--- config.mk ---
export PLATFORM = sky130hd
export DESIGN_NAME = stream_stage_sched
export DESIGN_NICKNAME = d
export VERILOG_FILES = /design/src/rtl/stream_stage_sched.sv
export SDC_FILE = /design/constraint.sdc
export NUM_CORES = 1
export LEC_CHECK = 0
export CAP_MARGIN = 40
export CORE_MARGIN = 4
export CORE_UTILIZATION = 25
export DETAILED_ROUTE_END_ITERATION = 6
export DONT_BUFFER_PORTS = 1
export PLACE_DENSITY_LB_ADDON = 0.3
export SETUP_SLACK_MARGIN = 0.05
export SYNTH_ARGS = -nofsm -noshare
export SYNTH_HDL_FRONTEND = slang
export SYNTH_SLANG_ARGS = --single-unit
--- constraint.sdc ---
create_clock -name clk_i -period 4.48 [get_ports clk_i]
set_input_delay 0.896 -clock clk_i [delete_from_list [all_inputs] [get_ports clk_i]]
set_output_delay 0.896 -clock clk_i [all_outputs]
set_load 0.01 [all_outputs]
--- src/rtl/stream_stage_sched.sv ---
`default_nettype none
// ============================================================================
// stream_stage_sched : global tile scheduler over NUM_STAGE local controllers
// Revision: 1.0
// ============================================================================
module stream_stage_sched #(
  parameter int unsigned NUM_STAGE = 3,
  parameter int unsigned NUM_TILE  = 4,
  parameter int unsigned BUF_DEPTH = 1,
  parameter int unsigned TW        = $clog2(NUM_TILE + 1)
) (
  input  logic                    clk_i,
  input  logic                    rst_i,
  input  logic                    start_i,
  input  logic [NUM_STAGE-1:0]    stage_done_i,
  output logic [NUM_STAGE-1:0]    stage_start_o,
  output logic [NUM_STAGE*TW-1:0] stage_tile_o,
  output logic                    busy_o,
  output logic                    done_o,
  output logic                    err_o
);

  localparam logic [TW-1:0] C_NUM_TILE = TW'(NUM_TILE);

  typedef enum logic [1:0] {
    ST_IDLE = 2'd0,
    ST_RUN  = 2'd1,
    ST_DONE = 2'd2
  } state_t;

  state_t               r_state;
  logic [NUM_STAGE-1:0] r_busy;
  logic [TW-1:0]        r_iss  [NUM_STAGE];
  logic [TW-1:0]        r_comp [NUM_STAGE];
  logic [TW-1:0]        r_tile [NUM_STAGE];
  logic [NUM_STAGE-1:0] w_issue;

  for (genvar s = 0; s < NUM_STAGE; s++) begin : g_stage
    logic w_in_ok;
    logic w_out_ok;

    if (s == 0) begin : g_first
      assign w_in_ok = 1'b1;
    end else begin : g_dep
      assign w_in_ok = r_comp[s-1] > r_iss[s];
    end

    // Downstream has started everything it was handed, minus what still sits in the buffer.
    if (s == NUM_STAGE - 1) begin : g_last
      assign w_out_ok = 1'b1;
    end else begin : g_buf
      assign w_out_ok = (32'(r_iss[s]) - 32'(r_iss[s+1])) < BUF_DEPTH;
    end

    assign w_issue[s] = (r_state == ST_RUN) && !r_busy[s] &&
                        (r_iss[s] < C_NUM_TILE) && w_in_ok && w_out_ok;

    assign stage_tile_o[s*TW +: TW] = r_tile[s];
  end

  assign busy_o = (r_state != ST_IDLE);

  always_ff @(posedge clk_i or posedge rst_i) begin
    if (rst_i) begin
      r_state       <= ST_IDLE;
      r_busy        <= '0;
      stage_start_o <= '0;
      done_o        <= 1'b0;
      err_o         <= 1'b0;
      for (int s = 0; s < NUM_STAGE; s++) begin
        r_iss[s]  <= '0;
        r_comp[s] <= '0;
        r_tile[s] <= '0;
      end
    end else begin
      stage_start_o <= '0;
      done_o        <= 1'b0;
      case (r_state)
        ST_IDLE: begin
          if (start_i) begin
            r_state <= ST_RUN;
            r_busy  <= '0;
            err_o   <= 1'b0;
            for (int s = 0; s < NUM_STAGE; s++) begin
              r_iss[s]  <= '0;
              r_comp[s] <= '0;
            end
          end
        end
        ST_RUN: begin
          if (r_comp[NUM_STAGE-1] == C_NUM_TILE) begin
            r_state <= ST_DONE;
            done_o  <= 1'b1;
          end
          // Issue needs !busy and a valid done needs busy, so both never hit one stage.
          for (int s = 0; s < NUM_STAGE; s++) begin
            if (stage_done_i[s]) begin
              if (r_busy[s]) begin
                r_busy[s] <= 1'b0;
                if (r_comp[s] < C_NUM_TILE) begin
                  r_comp[s] <= r_comp[s] + TW'(1);
                end
              end else begin
                err_o <= 1'b1;
              end
            end
            if (w_issue[s]) begin
              stage_start_o[s] <= 1'b1;
              r_tile[s]        <= r_iss[s];
              r_iss[s]         <= r_iss[s] + TW'(1);
              r_busy[s]        <= 1'b1;
            end
          end
        end
        ST_DONE: r_state <= ST_IDLE;
        default: r_state <= ST_IDLE;
      endcase
    end
  end

endmodule
`default_nettype wire

==> After elaboration in Yosys (flattened, before gate mapping) <==
Cells that the tools add are included.
{ "word_totals": {"regBits": 37, "inputBits": 6, "out_inout_bits": 15} }
{ "classes": {"n_addsub": 8, "order_cmp": 10, "n_eq_ne": 19, "n_mux": 40, "reduce_logical": 30} }
{ "op_table": {"columns": ["op", "count"], "rows": [
  ["32-bit by 1-bit < comparator with 1-bit output (second input constant)", 2],
  ["3-bit 2-to-1 mux", 14],
  ["9-bit case mux with 2 select lines", 2],
  ["2-bit inequality test (second input constant)", 10],
  ["3-bit by 1-bit adder with 3-bit output (second input constant)", 6],
  ["3-bit < comparator (second input constant)", 6],
  ["1-bit 2-to-1 mux", 18],
  ["3-bit AND reduction", 6],
  ["5-bit AND reduction", 3],
  ["1-bit logical AND", 10],
  ["2-bit AND reduction", 5],
  ["9-bit 2-to-1 mux", 1],
  ["3-bit inequality test (second input constant)", 3],
  ["2-bit by 1-bit inequality test with 1-bit output (second input constant)", 4],
  ["3-bit by 3-bit subtractor with 4-bit output", 2],
  ["3-bit > comparator", 2],
  ["3-bit case mux with 2 select lines", 1],
  ["2-bit 2-to-1 mux", 2],
  ["2-bit case mux with 2 select lines", 1],
  ["2-bit nonzero test", 2],
  ["3-bit == test (second input constant)", 1],
  ["1-bit zero test", 3],
  ["2-bit by 1-bit == test with 1-bit output (second input constant)", 1],
  ["2-bit zero test", 1],
  ["1-bit case mux with 2 select lines", 1]
]} }

==> Logic depth before layout (Yosys ltp) <==
{ "logic_depth": {"depth_word": 7, "ltp_mapped": 9} }

==> Least setup slack after synthesis <==
Ideal clock, no wire load.
{ "synth_path": {"kind": "register -> register", "from": "register r_iss[3] in the netlist's numbering", "to": "register r_tile, in the netlist stage_tile_o[0]", "setup_ps": 125, "arrival_ps": 2225, "slack_ps": 2130, "stages_incl_launch_ff": 9, "path_buffers": 1, "synth_period_minus_slack_ps": 2350, "path_cell_list": "dfrtp_1 > ha_1 > inv_1 > fa_1 > nor4b_1 > nand2_1 > or3_1 > buf_6 > mux2_4"} }
{ "synth_via": {"elab_chain_cells": 4} }
{ "synth_rtl": {"columns": ["item", "line", "rtl"], "rows": [
  ["start: declaration", "33", "logic [TW-1:0] r_iss [NUM_STAGE];"],
  ["start signal: indexed assignment", "110", "r_iss[s] <= r_iss[s] + TW'(1);"],
  ["3-bit by 3-bit subtractor with 4-bit output", "52", "assign w_out_ok = (32'(r_iss[s]) - 32'(r_iss[s+1])) < BUF_DEPTH;"],
  ["32-bit by 1-bit < comparator with 1-bit output", "52", null],
  ["1-bit logical AND", "56", "(r_iss[s] < C_NUM_TILE) && w_in_ok && w_out_ok;"],
  ["2-bit AND reduction (no source line)", null, null],
  ["end signal: indexed assignment", "109", "r_tile[s] <= r_iss[s];"],
  ["end: declaration", "35", "logic [TW-1:0] r_tile [NUM_STAGE];"]
]} }
Every way passes these cells.
A chain may end at the register's enable or synchronous reset.

==> Final worst setup path <==
{ "layout_path": {"from": "register r_iss[3] in the netlist's numbering", "to": "register r_tile, in the netlist stage_tile_o[1]"} }
The elaborated chain is that of the path after synthesis.

==> flow_summary.yaml <==
status:
  status: "completed"
route:
  dr.max_layer_used: "met4"
  antenna_left: 0
  wl_um: 3960
  drc: 0
  routed-wl-met2_um: 1830
  routed-via-count: 1300
  wl_met1_um: 1840
  via_per_inst: 4.50
  route.met3.wl_um: 218
  avgRoutedWirePerCell_um: 13.7
  first_iter_violations: 36
  first_pass_iters: 4
global_routing:
  track_usage_pct: 9.83
  antenna_found_initial: 0
  grt_first_pass_wirelength_um: 6820
  grt_pass1_vias: 1345
  grt_overflow: 0
  grt_max_degree: 38
timing:
  setup_tns_ns: 0
  skew_ns: 0.00380
  fin_ws_ns: 1.95
  whs_ns: 0.539
  min_period_over_period_pct: 56.6
  finalMaxSlewViolations: 0
  grt_setup_unrepaired: "no"
  worst_pin_slew_ns: 0.492
  fmax_mhz: 395
  hold_viol: 0
  slew_headroom_pct: 67.2
  setup_viol: 0
  min_period_ns: 2.53
die:
  die_area_mm2: 0.00932
  die_w_um: 96.5
  rows: 32
  coreArea_mm2: 0.00769
  start_util_pct: 25.5
  die_h_um: 96.5
  ios: 21
clock_network:
  cts_buffers: 5
  post-cts-setup-buffer-count: 0
  clkLatencyLatePin_ns: 0.29
  clock_path_buffers: 2
  cts_resized: 0
  cts_root_buf: "clkbuf_8"
  clock-sinks: 37
  ctsHoldBuffers: 0
  cts_tree: "done"
  htreeDepth: 2
  path_clk_slew_ns: 0.07
cells_and_area:
  fillCellCount: 823
  fin_nets: 214
  antenna_cells: 0
  layout_common_cells: "dfrtp_1 (37), inv_1 (21), ha_1 (19)"
  final_cell_area_mm2: 0.00214
  layout-drive-gt1-share_pct: 9.09
  mostFrequentLayoutCell: "dfrtp_1"
  area_growth_pct: 9.39
synth:
  synth_area_per_cell_um2: 10.7
  synth_cell_type_count: 36
  yosys_warnings: 0
  syn-instance-count: 183
  syn-cell-area_mm2: 0.00196
  synth.ff_latch_count: 37
  syn_nets: 210
  yosysSeqAreaShare_pct: 47.3
pwr:
  max-vdd-ir-drop_uv: 130
  netSwitchingPower_mw: 0.616
  clkPwrFrac_pct: 15.9
  swShare_pct: 40.8
  power_frac_seq_pct: 39.9
  p_leak_nw: 1.05
  power_density_mw_per_mm2: 704
  power_mw: 1.51
  p_int_mw: 0.894
  combPwrFrac_pct: 44.2
critical_path:
  cp_max_fo: 8
  start_kind: "register"
  critPathCaptureType: "register"
  crit_type: "register to register"
  crit_required_ns: 4.66
  cp_data_arrival_time_ns: 2.71
hold_path:
  hp-class: "register to register"
job:
  cap_violations: 0
placement:
  preCtsSetupSlack_ns: 1.92
  gp_congestion: 0.784
  io_buffers: 0
  dpl.hpwl_um: 2850
  dpl_cell_area_mm2: 0.00206
[synthesized netlist by cell type (all sizes together)]
cell / number / share of area [%]
clkbuf: 1 / 0.19
inv: 21 / 4.0
buf: 4 / 2.0
o221ai: 1 / 0.45
nand4: 3 / 0.96
ha: 19 / 12
o2bb2ai: 1 / 0.45
mux2i: 5 / 2.6
nor2: 4 / 0.77
a31oi: 2 / 0.64
nor3b: 2 / 0.77
and3: 2 / 0.64
nor4b: 2 / 0.89
nand2b: 3 / 0.96
a211oi: 1 / 0.38
xor2: 1 / 0.45
and2: 3 / 0.96
a41oi: 1 / 0.45
a22o: 4 / 1.8
nand4b: 2 / 0.89
nand3b: 2 / 0.77
dfrtp: 37 / 47
a21oi: 14 / 3.6
nand3: 5 / 1.3
a22oi: 1 / 0.38
nor2b: 2 / 1.0
or3: 1 / 0.32
nand2: 18 / 3.4
o22ai: 1 / 0.32
o21ai: 10 / 2.6
mux2: 7 / 4.4
or2: 1 / 0.32
fa: 2 / 2.0
[power groups by stage]
| stage | sequential [mW] | combinational [mW] | clock [mW] |
|---|---|---|---|
| after floorplan | 0.558 | 0.599 | 0 |
| after global placement | 0.611 | 0.657 | 0 |
| after detailed placement | 0.613 | 0.677 | 0 |
| after CTS | 0.607 | 0.684 | 0.250 |
| after global routing | 0.627 | 0.777 | 0.265 |
| final | 0.602 | 0.668 | 0.240 |
[final timing paths]
path	start	to	depth (start not counted)	slack [ns]
max in group asynchronous	rst_i	stage_tile_o[8]	2	3.52
min reg2reg	r_iss[6]	r_iss[6]	1	0.54
max reg2reg	r_iss[3]	stage_tile_o[1]	7	1.95
min in group asynchronous	rst_i	stage_tile_o[5]	2	0.60
max	r_iss[3]	stage_tile_o[1]	7	1.95
min	r_iss[6]	r_iss[6]	1	0.54
[worst max-delay path: stages, from the launching register on]
cell and delay [ns]:
dfrtp_1 0.45, ha_1 0.22, inv_1 0.08, fa_1 0.40, nor4b_1 0.29, nand2_1 0.07
or3_1 0.55, mux2_4 0.35
[layer usage]
layer | vias up | track usage [%]
met5 | - | 0
met4 | 0 | 4.21
met3 | 6 | 3.80
met2 | 19 | 15.3
met1 | 632 | 12.1
li1 | 643 | -
[sequential cells by signal (all words and copies together), names as in the netlist]
signal and count:
err_o 1, r_comp 9, r_state 2, stage_start_o 3, stage_tile_o 9, r_iss 9
r_busy 3, done_o 1
[layout make-up]
type / count / area, um2 / share of cell area (%)
Sequential cell: 37 / 926 / 43.2
Multi-Input combinational cell: 120 / 912 / 42.6
Tap cell: 102 / 128 / 5.95
Clock buffer: 7 / 86.3 / 4.03
Inverter: 21 / 78.8 / 3.68
Timing Repair Buffer: 2 / 12.5 / 0.584
[through the flow]
step,cells,utilization [%]
after floorplan,183,-
after detailed placement,282,26.8
final,289,27.9
after global placement,281,26.7
after CTS,289,27.9
after global routing,289,27.9
[kinds of logic (layout without fill, tap and decap cells)]
| logic type | count (synthesis) | count (layout) | synth area share [%] |
|---|---|---|---|
| simple gates | 50 | 50 | 14.0 |
| flops | 37 | 37 | 47.3 |
| compound gates | 36 | 36 | 11.0 |
| buf+inv | 26 | 30 | 6.19 |
| fa+ha+maj | 21 | 21 | 14.2 |
| mux | 12 | 12 | 6.96 |
| xor+xnor | 1 | 1 | 0.447 |
Note: power is estimated with default switching activity, not from simulation.
